--- src/rtl/jk_ff_bank.sv ---
// Bank of WIDTH JK flip-flops with JK / D / T / COUNT operating modes.
// Optional change counter output chg_cnt enabled by defining JK_FF_BANK_CHG_CNT_EN.
module jk_ff_bank #(
    parameter int unsigned      WIDTH     = 4,
    parameter logic [WIDTH-1:0] RESET_VAL = '0
) (
    input  logic             clk,
    input  logic             rst,
    input  logic             en,
    input  logic [1:0]       mode,
    input  logic [WIDTH-1:0] J,
    input  logic [WIDTH-1:0] K,
    output logic [WIDTH-1:0] q,
    output logic [WIDTH-1:0] qb,
    output logic             changed,
    output logic             tc
`ifdef JK_FF_BANK_CHG_CNT_EN
    ,
    output logic [15:0]      chg_cnt
`endif
);

    localparam int unsigned CNT_W      = 16;
    localparam logic [1:0]  MODE_JK    = 2'b00;
    localparam logic [1:0]  MODE_D     = 2'b01;
    localparam logic [1:0]  MODE_T     = 2'b10;
    localparam logic [1:0]  MODE_COUNT = 2'b11;

    logic [WIDTH-1:0] q_q, q_d;
    logic             changed_q, changed_d;
    logic [WIDTH-1:0] j_eff, k_eff, carry;

    // Every mode is mapped onto per-bit J/K inputs so one JK update equation serves all.
    always_comb begin
        j_eff    = J;
        k_eff    = K;
        carry    = '0;
        carry[0] = 1'b1;
        for (int i = 1; i < int'(WIDTH); i++) begin
            carry[i] = carry[i-1] & q_q[i-1];
        end
        case (mode)
            MODE_JK: begin
                j_eff = J;
                k_eff = K;
            end
            MODE_D: begin
                j_eff = J;
                k_eff = ~J;
            end
            MODE_T: begin
                j_eff = J;
                k_eff = J;
            end
            MODE_COUNT: begin
                j_eff = carry;
                k_eff = carry;
            end
            default: begin
                j_eff = J;
                k_eff = K;
            end
        endcase

        q_d       = q_q;
        changed_d = 1'b0;
        if (en) begin
            q_d       = (j_eff & ~q_q) | (~k_eff & q_q);
            changed_d = (q_d != q_q);
        end
    end

    always_ff @(posedge clk) begin
        if (rst) begin
            q_q       <= RESET_VAL;
            changed_q <= 1'b0;
        end else begin
            q_q       <= q_d;
            changed_q <= changed_d;
        end
    end

    assign q       = q_q;
    assign qb      = ~q_q;
    assign changed = changed_q;
    assign tc      = (mode == MODE_COUNT) && (&q_q);

`ifdef JK_FF_BANK_CHG_CNT_EN
    logic [CNT_W-1:0] chg_cnt_q, chg_cnt_d;

    // Saturating count of edges on which changed gets set.
    always_comb begin
        chg_cnt_d = chg_cnt_q;
        if (changed_d && (chg_cnt_q != {CNT_W{1'b1}})) begin
            chg_cnt_d = chg_cnt_q + CNT_W'(1);
        end
    end

    always_ff @(posedge clk) begin
        if (rst) begin
            chg_cnt_q <= '0;
        end else begin
            chg_cnt_q <= chg_cnt_d;
        end
    end

    assign chg_cnt = chg_cnt_q;
`endif

endmodule

--- config.mk ---
export PLATFORM = sky130hd
export DESIGN_NAME = jk_ff_bank
export DESIGN_NICKNAME = d
export VERILOG_FILES = /design/src/rtl/jk_ff_bank.sv
export SDC_FILE = /design/constraint.sdc
export NUM_CORES = 1
export LEC_CHECK = 0
export CAP_MARGIN = 10
export CORE_MARGIN = 2
export CORE_UTILIZATION = 35
export CTS_CLUSTER_SIZE = 12
export DETAILED_ROUTE_END_ITERATION = 8
export DONT_BUFFER_PORTS = 1
export GPL_ROUTABILITY_DRIVEN = 1
export PLACE_DENSITY = 0.54
export SYNTH_ARGS = -nofsm -noshare
export SYNTH_HDL_FRONTEND = slang
export SYNTH_SLANG_ARGS = --single-unit
--- constraint.sdc ---
create_clock -name clk -period 3.6 [get_ports clk]
set_input_delay 0.54 -clock clk [delete_from_list [all_inputs] [get_ports clk]]
set_output_delay 0.54 -clock clk [all_outputs]
set_load 0.02 [all_outputs]
==> flow_summary.ini, run 1 <==
[synth]
synth_seq_cells = 5
synth_cell_type_count = 33
syn_area_per_cell_um2 = 7.14
yosysTopAreaCell = dfxtp_1
syn_nets = 84
synth_top_area_share_pct = 19.8
synth.yosys.warnings = 0
synthTopCellsByArea = dfxtp_1 (20%), o21ai_0 (5.9%), nor2_1 (5.2%), a21oi_1 (4.9%), inv_1 (4.4%)
synth_cells = 71
syn_area_um2 = 507
synth-seq-area-share_pct = 19.8

[pwr]
p_total_uw = 175
peakVddDrop_mv = 0.0875
cellLeakagePower_uw = 0.000199
power_density_nw_per_um2 = 331

[worst_hold_path]
hold_path_class = in2reg
hold_start = rst
min_to = q[1]$_SDFFE_PP0P_
holdPathStages = 1

[clocking]
ctsResizeCount = 0
cts_num_sinks = 5
cts.htree.levels = 1
post_cts_buffers = 0
insertion_delay_ps = 250
cts_root_buffer = clkbuf_4
clk_pin_slew_worst_paths_ps = 50
cts_inserted_buffers = 3
cts_buffer_depth = 2
ctsHoldBuffers = 0
cts_tree = yes

[detailed_routing]
route.vias.total = 516
drt_iter0_markers = 15
wl_um = 1260
avgViaCountPerCell = 6.00
drc = 0
route.detailed.wl_per_inst_um = 14.7
final_antenna_net_count = 0
firstDrtPassIters = 4

[cells_and_area]
layout.filler_cells = 144
layout_commonest_cell = nor2_1
antenna_cells = 0
drive_above_1_share_pct = 9.86
multi_input_area_um2 = 357
seqCellArea_um2 = 100
layout_common_cells = nor2_1 (7), inv_1 (6), o21ai_0 (6)
syn_to_final_growth_pct = 4.20
stdcell_area_um2 = 528
fin_nets = 85

[timing]
final_max_slew_viol_count = 0
final_hold_viol_count = 0
post-route-min-period_ps = 2090
worst_pin_slew_ps = 617
fin_crit_sh_pct = 58.0
rsz0062_at_grt = no
skew_ps = 6.68
finalSetupViolCount = 0
relSlewSlack_pct = 58.5
hold_slack_ps = 356
fmax_ghz = 0.479
tns_ps = 0

[worst_setup_path]
worstSetupPathType = reg2out
worstReg2RegStart = q[1]$_SDFFE_PP0P_
cp_max_fo = 10
r2r_cells = 4
cp.required_ps = 3060
crit_arrival_ps = 1550
worstSetupEndpointType = output pin
rr_endpoint = changed$_SDFF_PP0_
start_kind = register
rrSetupSlack_ps = 1960

[floorplanning]
start_util_pct = 38.0
fp.dieW_um = 42.1
fp.coreArea_um2 = 1330
die_h_um = 42.1
dieArea_um2 = 1770
rows = 13
io_pins = 23

[placed_design]
gp_congestion = 0.770
io_buffers = 0
placed_area_um2 = 502
dpl.hpwl_um = 955

[global_routing]
antenna_found_initial = 0
overflow = 0
first_global_vias = 470
grt_pass1_wl_um = 2050
grt_max_degree = 17
track_usage_pct = 15.5

[run_status]
status = finished, final reports clean

[flow_run]
cap_violations = 0
[registers in the layout, summed over array words and instances, names as in the netlist]
name,count
q,4
changed,1
[worst max path at each step]
stage                     endpoint              start  cells past startpoint  slack (ps)
final                           tc  q[0]$_SDFFE_PP0P_                      2        1510
after floorplan                 tc            mode[1]                      3        1820
after detailed placement        tc  q[0]$_SDFFE_PP0P_                      2        1760
after global routing            tc  q[0]$_SDFFE_PP0P_                      2        1410
after CTS                       tc  q[0]$_SDFFE_PP0P_                      2        1490
after global placement          tc  q[3]$_SDFFE_PP0P_                      2        1790
[critical path, stage by stage (launching register included)]
cell and delay (ps):
dfxtp_1 590, nand2_1 160, nor3_1 550
[cell type report]
| type | count | area share (%) |
|---|---|---|
| clock buffer | 4 | 4.98 |
| inverter | 7 | 4.98 |
| multi-input combinational | 55 | 67.5 |
| sequential | 5 | 19.0 |
| tap | 15 | 3.55 |
[where the power goes]
part	switching, uW	leakage [uW]	total [uW]	internal (uW)
clock network	25.9	0.0000150	68.0	42.1
registers	11.3	0.0000413	70.8	59.5
logic	18.9	0.000143	36.0	17.2
total	56.1	0.000199	175	119
[cells in the mapped netlist]
master,count
a21oi_1,5
and4_2,1
a41oi_1,1
o21ai_1,1
o211a_1,2
nor4_1,2
dfxtp_1,5
o22a_1,1
clkbuf_1,1
and2b_1,2
a22oi_1,2
inv_1,6
o221a_1,1
nor2_1,7
nand3_1,3
buf_2,1
mux2_2,1
nand2b_1,2
nor3b_1,2
inv_2,1
mux2i_1,1
a211oi_1,1
a311oi_2,1
nand2_1,2
buf_4,2
a311oi_1,1
a22o_1,1
and2_1,2
mux2_1,1
a21o_1,1
o21ai_0,6
nor3_1,4
nor2b_1,1
[metal layers]
metal / global-route usage, % / part of all wire, % / vias up
met1: 18.0 / 44 / 229
met4: 13.1 / 3.1 / 0
met5: 0 / 0 / -
met3: 3.88 / 6.9 / 4
met2: 23.4 / 45 / 20
li1: - / - / 263
[stage by stage]
stage,setup WS [ps],utilization [%],instances
detailed placement,1760,37.6,82
global route,1410,39.6,86
floorplan,1820,-,71
finish,1510,39.6,86
CTS,1490,39.6,86
global placement,1790,37.6,82
[cells by family after synthesis]
group,count (synthesis),share of synthesized area (%)
compound gates,24,33.8
simple gates,28,30.1
flops,5,19.8
buf+inv,11,9.87
mux,3,6.42
(Power assumes the default switching activity.)
==> run 2: changes to the inputs <==
- clock period: 3.6 -> 2 ns (I/O delays scaled with it)
==> run 2 against run 1 <==
Effect of this change: non-clock buffer count is 3 higher; clock-buffer cell count stayed put; wire length is 2.4% higher; sequential power rose by 74%; worst setup slack lost 1200 ps; clock power is 81% higher.
==> flow_summary.ini, run 2 (same netlist as run 1, synthesis figures left out) <==
[run_status]
status = finished, final reports clean

[cells_and_area]
fin_nets = 88
layout_commonest_cell = nor2_1
largest_register_ffs = 4
multi_input_area_um2 = 357
seqCellArea_um2 = 100
utilization_pct = 41.3
layout_common_cells = nor2_1 (7), inv_1 (6), o21ai_0 (6)
stdcell_area_um2 = 551
drive_above_1_share_pct = 13.5
layout.filler_cells = 154
stdcell_count = 89
syn_to_final_growth_pct = 8.64
antenna_cells = 0

[clocking]
cts_buffer_depth = 2
cts_tree = yes
cts.htree.levels = 1
cts_inserted_buffers = 3
clk_pin_slew_worst_paths_ps = 50
cts_root_buffer = clkbuf_4
cts_num_sinks = 5
ctsHoldBuffers = 0
post_cts_buffers = 0
insertion_delay_ps = 250
ctsResizeCount = 0

[timing]
final_max_slew_viol_count = 0
fin_crit_sh_pct = 84.3
relSlewSlack_pct = 71.3
finalSetupViolCount = 0
rsz0062_at_grt = no
final_hold_viol_count = 0
worst_pin_slew_ps = 430
post-route-min-period_ps = 1690
skew_ps = 1.15
tns_ps = 0
fmax_ghz = 0.593

[placed_design]
placed_cells = 85
dpl.hpwl_um = 939
gp_congestion = 0.793
placed_area_um2 = 524
io_buffers = 0

[pwr]
peakVddDrop_mv = 0.318
power_density_nw_per_um2 = 580
cellLeakagePower_uw = 0.000215
p_total_uw = 320

[detailed_routing]
drt_iter0_markers = 9
drc = 0
route.detailed.wl_per_inst_um = 14.5
firstDrtPassIters = 4
wl_um = 1290
final_antenna_net_count = 0
route.vias.total = 534
avgViaCountPerCell = 6.00

[floorplanning]
start_util_pct = 38.0
io_pins = 23
die_h_um = 42.1
rows = 13
fp.dieW_um = 42.1
fp.coreArea_um2 = 1330
dieArea_um2 = 1770

[global_routing]
overflow = 0
grt_pass1_wl_um = 2080
track_usage_pct = 15.2
first_global_vias = 474
grt_max_degree = 17
antenna_found_initial = 0

[worst_hold_path]
hold_start = rst
hold_path_class = in2reg

[worst_setup_path]
start_kind = register
worstSetupEndpointType = output pin
crit_arrival_ps = 1390
worstReg2RegStart = q[2]$_SDFFE_PP0P_
cp_max_fo = 6
worstSetupPathType = reg2out
critPathLaunch = q[3]$_SDFFE_PP0P_
cp.required_ps = 1700

[flow_run]
cap_violations = 0
[run 2: through the flow]
stage / setup slack (ps) / hold slack, ps
2_1_floorplan: 485 / 372
3_3_place_gp: 550 / 375
3_5_place_dp: 543 / 378
4_1_cts: 302 / 111
5_1_grt: 204 / 101
6_report: 314 / 121
[run 2: cell type report]
| class | instances | area share (%) |
|---|---|---|
| repair buffers | 3 | 4.09 |
| clock buffers | 4 | 4.77 |
| well taps | 15 | 3.41 |
| flip-flops and latches | 5 | 18.2 |
| multi-input cells | 55 | 64.8 |
| inverters | 7 | 4.77 |
[run 2: critical path, stage by stage, from the launching register on]
cell,delay (ps)
dfxtp_1,520
inv_1,220
nor3_1,230
buf_4,170
[run 2: power breakdown]
part           internal, uW  switching, uW  total [uW]  leakage [uW]
Clock                  75.8           47.4         123     0.0000150
Combinational          34.3           39.3        73.7      0.000159
Sequential              107           15.8         123     0.0000413
Total                   217            102         320      0.000215
[run 2: worst paths after layout]
path,endpoint,slack (ps),cells after the start
worst max-delay path,tc,310,3
worst min-delay path,q[1]$_SDFFE_PP0P_,120,1
worst max register to register,changed$_SDFF_PP0_,540,4
worst min register to register,q[3]$_SDFFE_PP0P_,680,2
[run 2: metal layers]
layer	track usage [%]	vias up	part of all wire, %
met2	22.2	20	46
met3	6.03	0	6.3
met1	19.4	246	48
met4	7.50	0	0
li1	-	268	-
met5	0	-	0
==> run 3: changes to the inputs <==
- clock period: 2 -> 1.6 ns (I/O delays scaled with it)
==> run 3 against run 2 <==
Effect of this change: first-iteration DRC count increased by 11%; wire length grew 6.6%; largest power group is now clock; cell area up 8.2%; global-route usage is 0.14 points higher; sequential share of layout area fell by 1.4 points; clock skew increased by 6.0 ps; register-to-register slack got worse by 280 ps.
==> flow_summary.ini, run 3 (same netlist as run 1, synthesis figures left out) <==
[placed_design]
dpl.hpwl_um = 1060
gp_congestion = 0.846
io_buffers = 0
dp_worst_setup_slack_ps = 239

[pwr]
power_density_nw_per_um2 = 690
cellLeakagePower_uw = 0.000244
peakVddDrop_mv = 0.323

[timing]
final_max_slew_viol_count = 0
setup_slack_ps = 136
relSlewSlack_pct = 76.8
worst_pin_slew_ps = 345
tns_ps = 0
skew_ps = 7.18
finalSetupViolCount = 0
final_hold_viol_count = 0
fin_crit_sh_pct = 91.5
post-route-min-period_ps = 1460
fmax_ghz = 0.683
rsz0062_at_grt = no

[worst_setup_path]
crit_family = flip-flops
worst-path-stages = 4
worstSetupEndpointType = output pin
cp.required_ps = 1360
rr_endpoint = changed$_SDFF_PP0_
slowest_stage = dfxtp_1
cp_max_fo = 6
rrSetupSlack_ps = 260
critPathLaunch = q[0]$_SDFFE_PP0P_
worstReg2RegStart = q[1]$_SDFFE_PP0P_
critical_path.max_stage_delay_ps = 380
path_cells = buf_4, nand2_1, nor3_1, buf_4
crit_arrival_ps = 1220
path_buf_inv = 2
critical_path.most_common_cell = buf_4
start_kind = register
worstSetupPathType = reg2out
r2r_cells = 4

[cells_and_area]
antenna_cells = 0
fin_nets = 94
layout_commonest_cell = buf_4
drive_above_1_share_pct = 20.0
syn_to_final_growth_pct = 17.5
layout_common_cells = buf_4 (9), nor2_1 (7), inv_1 (6), o21ai_0 (6)
largest_register_ffs = 4

[worst_hold_path]
hold_path_class = in2reg
holdPathStages = 1
min_to = q[1]$_SDFFE_PP0P_
hold_start = rst

[detailed_routing]
route.vias.total = 556
wl_um = 1380
route.detailed.wl_per_inst_um = 14.5
drt_iter0_markers = 10
firstDrtPassIters = 4
final_antenna_net_count = 0
avgViaCountPerCell = 5.85
drc = 0

[clocking]
cts_root_buffer = clkbuf_4
clk_pin_slew_worst_paths_ps = 50
cts_tree = yes
post_cts_buffers = 0
ctsResizeCount = 0
cts_inserted_buffers = 3
insertion_delay_ps = 240
cts_buffer_depth = 2
ctsHoldBuffers = 0
cts_num_sinks = 5
cts.htree.levels = 1

[floorplanning]
fp.coreArea_um2 = 1330
io_pins = 23
start_util_pct = 38.0
rows = 13
die_h_um = 42.1
fp.dieW_um = 42.1
dieArea_um2 = 1770

[global_routing]
overflow = 0
first_global_vias = 533
grt_pass1_wl_um = 2130
grt_max_degree = 17
track_usage_pct = 15.4
antenna_found_initial = 0

[flow_run]
cap_violations = 0

[run_status]
status = finished, final reports clean
run 3: changes by cell type in the layout (fill, tap and decap cells not counted):
| cell | delta |
|---|---|
| buf_4 | +6 |
run 3: power by group:
part | total, uW | switching, uW | internal, uW
Combinational | 117 | 62.0 | 55.4
Sequential | 145 | 11.3 | 134
Clock | 148 | 54.0 | 94.5
run 3: worst max-delay path by stage:
stage	end	slack, ps
4_1_cts	tc	120
3_5_place_dp	changed$_SDFF_PP0_	240
5_1_grt	tc	40
3_3_place_gp	changed$_SDFF_PP0_	300
2_1_floorplan	changed$_SDFF_PP0_	110
6_report	tc	140
run 3: final cells by class:
type | count | area (um2)
repair buffers | 9 | 67.6
well taps | 15 | 18.8
clock buffers | 4 | 26.3
inverters | 7 | 26.3
flip-flops and latches | 5 | 100
fillers | 154 | 738
multi-input cells | 55 | 357
run 3: worst reg2reg max path, delay by kind of cell, from the launching register on:
family           cells  cell delay, ps
flip-flops           1             430
AO/OA/AOI/OAI        2             330
AND/OR/NAND/NOR      2             440
run 3: per-layer routing:
layer	global-route usage, %	routed length [um]
met3	3.88	95
met2	27.2	697
met1	17.5	582
met5	0	0
met4	6.25	0
run 3: through the flow:
stage	hold slack [ps]	cell area [um2]	util, %	cells	total power, uW
CTS	58.9	596	44.7	95	417
global route	56.4	596	44.7	95	441
floorplan	312	507	-	71	242
finish	65.2	596	44.7	95	411
detailed placement	315	569	42.7	91	265
global placement	316	569	42.7	91	264
